[src/rtl/cla_word_sequencer.sv]
// Multi-cycle word adder that walks an external 8-bit CLA slice LSB-first,
// chaining the slice carry and presenting sum/cout/ovf with a one-cycle done.
module cla_word_sequencer #(
  parameter int WORD_BYTES = 4,
  parameter int SLICE_W    = 8,
  localparam int W         = SLICE_W * WORD_BYTES
) (
  input  logic               clk,
  input  logic               reset,
  input  logic               start,
  input  logic [W-1:0]       op_a,
  input  logic [W-1:0]       op_b,
  input  logic               cin_in,
  output logic [SLICE_W-1:0] add_a,
  output logic [SLICE_W-1:0] add_b,
  output logic               add_cin,
  input  logic [SLICE_W-1:0] add_z,
  input  logic               add_cout,
  output logic               busy,
  output logic               done,
  output logic [W-1:0]       sum,
  output logic               cout,
  output logic               ovf
);

  localparam int IW = (WORD_BYTES > 1) ? $clog2(WORD_BYTES) : 1;

  localparam logic [1:0] S_IDLE = 2'd0;
  localparam logic [1:0] S_RUN  = 2'd1;
  localparam logic [1:0] S_DONE = 2'd2;

  logic [1:0]   state;
  logic [IW-1:0] idx;
  logic [W-1:0] a_r, b_r, part_r, part_nx;
  logic         carry_r;
  logic         run, last;

  assign run  = (state == S_RUN);
  assign last = (idx == IW'(WORD_BYTES - 1));
  assign busy = run;
  assign done = (state == S_DONE);

  assign add_a   = run ? a_r[SLICE_W*idx +: SLICE_W] : '0;
  assign add_b   = run ? b_r[SLICE_W*idx +: SLICE_W] : '0;
  assign add_cin = run ? carry_r : 1'b0;

  // Partial sum with the slice currently on the CLA merged in, so the
  // completing edge can load the full word in one step.
  always_comb begin
    part_nx = part_r;
    part_nx[SLICE_W*idx +: SLICE_W] = add_z;
  end

  always_ff @(posedge clk) begin
    if (!reset) begin
      state   <= S_IDLE;
      idx     <= '0;
      a_r     <= '0;
      b_r     <= '0;
      carry_r <= 1'b0;
      part_r  <= '0;
      sum     <= '0;
      cout    <= 1'b0;
      ovf     <= 1'b0;
    end else begin
      case (state)
        S_RUN: begin
          part_r  <= part_nx;
          carry_r <= add_cout;
          if (last) begin
            sum   <= part_nx;
            cout  <= add_cout;
            ovf   <= (a_r[W-1] == b_r[W-1]) && (part_nx[W-1] != a_r[W-1]);
            state <= S_DONE;
          end else begin
            idx <= idx + IW'(1);
          end
        end
        default: begin
          // IDLE and DONE accept identically, which gives back-to-back issue.
          if (start) begin
            a_r     <= op_a;
            b_r     <= op_b;
            carry_r <= cin_in;
            idx     <= '0;
            state   <= S_RUN;
          end else begin
            state <= S_IDLE;
          end
        end
      endcase
    end
  end

endmodule

[config.mk]
export PLATFORM = sky130hd
export DESIGN_NAME = cla_word_sequencer
export DESIGN_NICKNAME = d
export VERILOG_FILES = /design/src/rtl/cla_word_sequencer.sv
export SDC_FILE = /design/constraint.sdc
export NUM_CORES = 1
export LEC_CHECK = 0
export CORE_MARGIN = 2
export CORE_UTILIZATION = 45
export DETAILED_ROUTE_END_ITERATION = 10
export GPL_ROUTABILITY_DRIVEN = 0
export GPL_TIMING_DRIVEN = 0
export PLACE_DENSITY_LB_ADDON = 0.3
export SKIP_CTS_REPAIR_TIMING = 1
export SLEW_MARGIN = 10
export SYNTH_ARGS = -nofsm -noshare
export SYNTH_HDL_FRONTEND = slang
export SYNTH_SLANG_ARGS = --single-unit
[constraint.sdc]
create_clock -name clk -period 4.7 [get_ports clk]
set_input_delay 0.47 -clock clk [delete_from_list [all_inputs] [get_ports clk]]
set_output_delay 0.47 -clock clk [all_outputs]
set_load 0.1 [all_outputs]
**Yosys cells after proc, flatten, opt, wreduce, memory -nomap -nowiden**

Index checks and enable logic that the tools add are counted.
Widths: inputs -> output; s select.

- Register bits after elaboration: 135
- Logic and storage cells: 40
- Bits of input ports: 77
- Memory bits (writable): 0
- Memories kept: 0
- Bits in latches: 0
- Bits in read-only memories: 0

- Order comparisons: 0
- Reductions and logical operators: 5
- Add/sub/neg operators: 2
- Muxes and demuxes: 12
- Shift operators: 4
- Divide/modulo/power cells: 0
- $mul: 0
- Equality and inequality tests: 7
- Bitwise gates (word level): 1

Operator list:

| operator | number |
|---|---|
| $shiftx 32x6->8 | 2 |
| $neg 5->34 | 1 |
| $shift 8x34->32 const A | 1 |
| $shiftx 8x34->32 | 1 |
| $bwmux 32 | 1 |
| $mux 8 | 2 |
| $mux 2 | 5 |
| $reduce_and 2->1 | 3 |
| $eq 2x2->1 const B | 2 |
| $mux 1 | 4 |
| $add 2x1->2 const B | 1 |
| $eq 2x1->1 const B | 1 |
| $ne 2x1->1 const B | 1 |
| $ne 2x2->1 const B | 1 |
| $reduce_bool 2->1 | 1 |
| $eq 1x1->1 | 1 |
| $logic_and 1x1->1 | 1 |
| $ne 1x1->1 | 1 |
| $not 1->1 | 1 |

**Longest topological paths before layout**

- Depth in word-level cells: 5
- Gate-level depth with buffers: 9

**Worst setup path before layout**

OpenSTA, ideal clock, no wires.

- Path type: reg2out
- From: register idx[1]
- To: output port add_a[6]
- Cell stages (with the launch flop): 5
- Data required time: 4.230 ns
- Buffers on the path: 2
- Path slack: 2.380 ns
- Arrival time: 1.850 ns
- Cell sequence: dfxtp_1 -> clkbuf_1 -> buf_2 -> mux4_2 -> and2_1

- Longest elaborated chain between the ends: 2

Ends and longest elaborated chain:

| item | RTL line | RTL |
|---|---|---|
| start: declaration | 33 | `logic [IW-1:0] idx;` |
| start signal: assignment | 76 | `idx <= idx + IW'(1);` |
| $shiftx 32x6->8 | 43 | `assign add_a = run ? a_r[SLICE_W*idx +: SLICE_W] : '0;` |
| $mux 8 | 43 |  |
| end: declaration | 14 | `output logic [SLICE_W-1:0] add_a,` |

Every way passes these cells.

**Worst setup path in the final report**

Ends and elaborated chain as after synthesis.

==> impl_metrics.ini <==
[routing]
num_vias = 5283
drc = 0
wl_met1_um = 6568
wl_met2_um = 7803
wl_per_cell_um = 16.08
vias_per_cell = 5.369
wl_um = 15830
drt-initial-drc-count = 292
first_pass_iters = 5
wl_met3_um = 1020
final_antenna_net_count = 0
highest_layer = met4

[floorplan]
die_area_mm2 = 0.01328
start_util_pct = 46.18
die_h_um = 115.3
io-pin-count = 130
num_rows = 40
core_area_mm2 = 0.01206
die_w_um = 115.3

[critical_path]
critPathTopFamily = buffers and inverters
startpoint_type = flip-flop
critPathSlowestCell = clkdlybuf4s50_1
critPathCaptureType = output port
worstRegToRegCells = 8
cp_num_cells = 5
worstPathMaxFanout = 10
arrival_ns = 3.24
worstPathCellList = clkbuf_1 > buf_2 > mux4_2 > and2_1 > clkdlybuf4s50_1
crit_type = flip-flop to output port
path_buf_inv = 3
max_stage_delay_ns = 1.14
critical_path_required_ns = 4.23

[sta]
setup_viol = 0
rsz0062_at_grt = false
worst_slew_pin_slew_ns = 1.037
layout_min_cycle_time_ns = 3.708
max_freq_mhz = 269.7
setup_tns_ns = 0
hold_viol = 0
fin_crit_sh_pct = 78.90
report.final.slew_viol_count = 0
max_slew_margin_pct = 30.68
fin_worst_skew_ns = 0.008312

[yosys]
syn-cell-area_mm2 = 0.005570
ys_seq_area_share_pct = 48.52
synth_cells = 657
syn_avg_cell_area_um2 = 8.478
synth_cell_types = 28
synth_seq_cells = 135
yosys.area.top_type = dfxtp_1
synth.top_cell.area_share_pct = 48.52
synth_area_leaders = dfxtp_1 (49%), a21oi_1 (13%), nand2_1 (8.9%), mux4_2 (6.5%), o21ai_0 (5.2%)
ys_warn_count = 0
syn-num-nets = 740

[layout]
drive_gt1_share_pct = 8.824
seqCellArea_mm2 = 0.002703
fillerInstances = 1040
antenna-diode-count = 0
nets = 888
instances_no_fill = 984
final_common_cell = a21oi_1
multiInputGateArea_mm2 = 0.002541
layout_common_cells = a21oi_1 (140), dfxtp_1 (135), nand2_1 (132), clkdlybuf4s50_1 (129), o21ai_0 (58)
area_growth_pct = 36.55

[grt]
overflow = 0
antenna_found_initial = 0
grt_pass1_wl_um = 24990
grt_usage_pct = 24.40
grt_start_max_net_pins = 17
grt_pass1_vias = 5162

[status]
status = completed

[placed_design]
port_buffers = 129
dpl.hpwl_um = 11430
placed_cells = 954

[pwr]
p_leak_uw = 0.002901
power-per-cell-area_mw_per_mm2 = 370.5
peakVddDrop_uv = 195.4

[clocking]
clock_path_buffers = 2
root_buffer = clkbuf_16
clk_pin_slew_worst_paths_ns = 0.05
clock-sinks = 135
htreeDepth = 4
insertion_delay_ns = 0.41
cts_buffers = 17
cts_tree = done

[min_path]
min_path_type = flip-flop to flip-flop
whs_path_depth = 2

[run]
drv_cap = 0
registers in the layout (all words and copies together) (netlist names), 2 cells and up:
register and flops:
state 2, a_r 32, idx 2, sum 32, b_r 32, part_r 32
metrics by stage:
stage / hold WS, ns / power [uW] / area [um2] / util (%) / setup slack, ns
global placement: 0.4387 / 1608 / 7072 / 58.63 / 1.523
global route: 0.4709 / 2915 / 7606 / 63.06 / 0.9177
finish: 0.4546 / 2818 / 7606 / 63.06 / 0.9916
floorplan: 0.4331 / 1475 / 5570 / - / 2.380
detailed placement: 0.4472 / 1622 / 7072 / 58.63 / 1.485
CTS: 0.4544 / 2826 / 7606 / 63.06 / 1.017
worst register-to-register path, stage by stage (launching register included):
cell and delay, ns:
dfxtp_1 0.38, clkbuf_1 0.51, buf_2 0.39, inv_1 0.13, ha_1 0.38, nor4bb_1 0.34, mux2i_1 0.22, or3_1 0.34
a21oi_1 0.12
cell usage after synthesis (all sizes together):
| cell | instances |
|---|---|
| a21oi | 140 |
| dfxtp | 135 |
| nand2 | 133 |
| o21ai | 59 |
| nor2 | 27 |
| buf | 26 |
| clkbuf | 25 |
| nor2b | 25 |
| and2 | 19 |
| inv | 18 |
| mux4 | 16 |
| a211oi | 8 |
| o22ai | 7 |
| ha | 6 |
| mux2i | 3 |
| nor3 | 2 |
| nor4bb | 2 |
| a22oi | 1 |
| a31oi | 1 |
| nand2b | 1 |
| nand3b | 1 |
| nand4bb | 1 |
| or3 | 1 |
path summary, 6_finish.rpt:
| kind | from | endpoint | slack [ns] |
|---|---|---|---|
| max | idx[1] | add_a[6] | 0.99 |
| min | b_r[0] | b_r[0] | 0.45 |
| max reg2reg | idx[1] | ovf | 1.82 |
| min reg2reg | b_r[0] | b_r[0] | 0.45 |
cells by family (layout without fill, tap and decap cells):
group | count (synthesis) | count (layout) | synth area share, %
muxes | 19 | 19 | 7.008
and+or+nand+nor | 212 | 212 | 17.27
AOI/OAI and AO/OA | 216 | 216 | 19.99
adders and majority gates | 6 | 6 | 1.348
buffers and inverters | 69 | 228 | 5.862
DFF | 135 | 135 | 48.52
report_power, final:
group / internal, uW / switching (uW)
Sequential: 1200 / 28.4
Clock: 761 / 454
Combinational: 158 / 216
Total: 2120 / 698
final cells by class:
type | instances | area share, %
multi-input combinational | 453 | 33.41
clock buffer | 26 | 6.432
buffer | 51 | 3.405
clock inverter | 4 | 0.5922
tap | 168 | 2.764
timing repair buffer | 129 | 16.98
sequential | 135 | 35.53
inverter | 18 | 0.8883
per-layer routing:
metal  global-route usage, %  up-vias
li1                        -     2533
met1                   29.62     2488
met2                   41.29      218
met3                   5.746       44
met4                   10.92        0
met5                       0        -
Note: power is estimated with default switching activity, not from simulation.
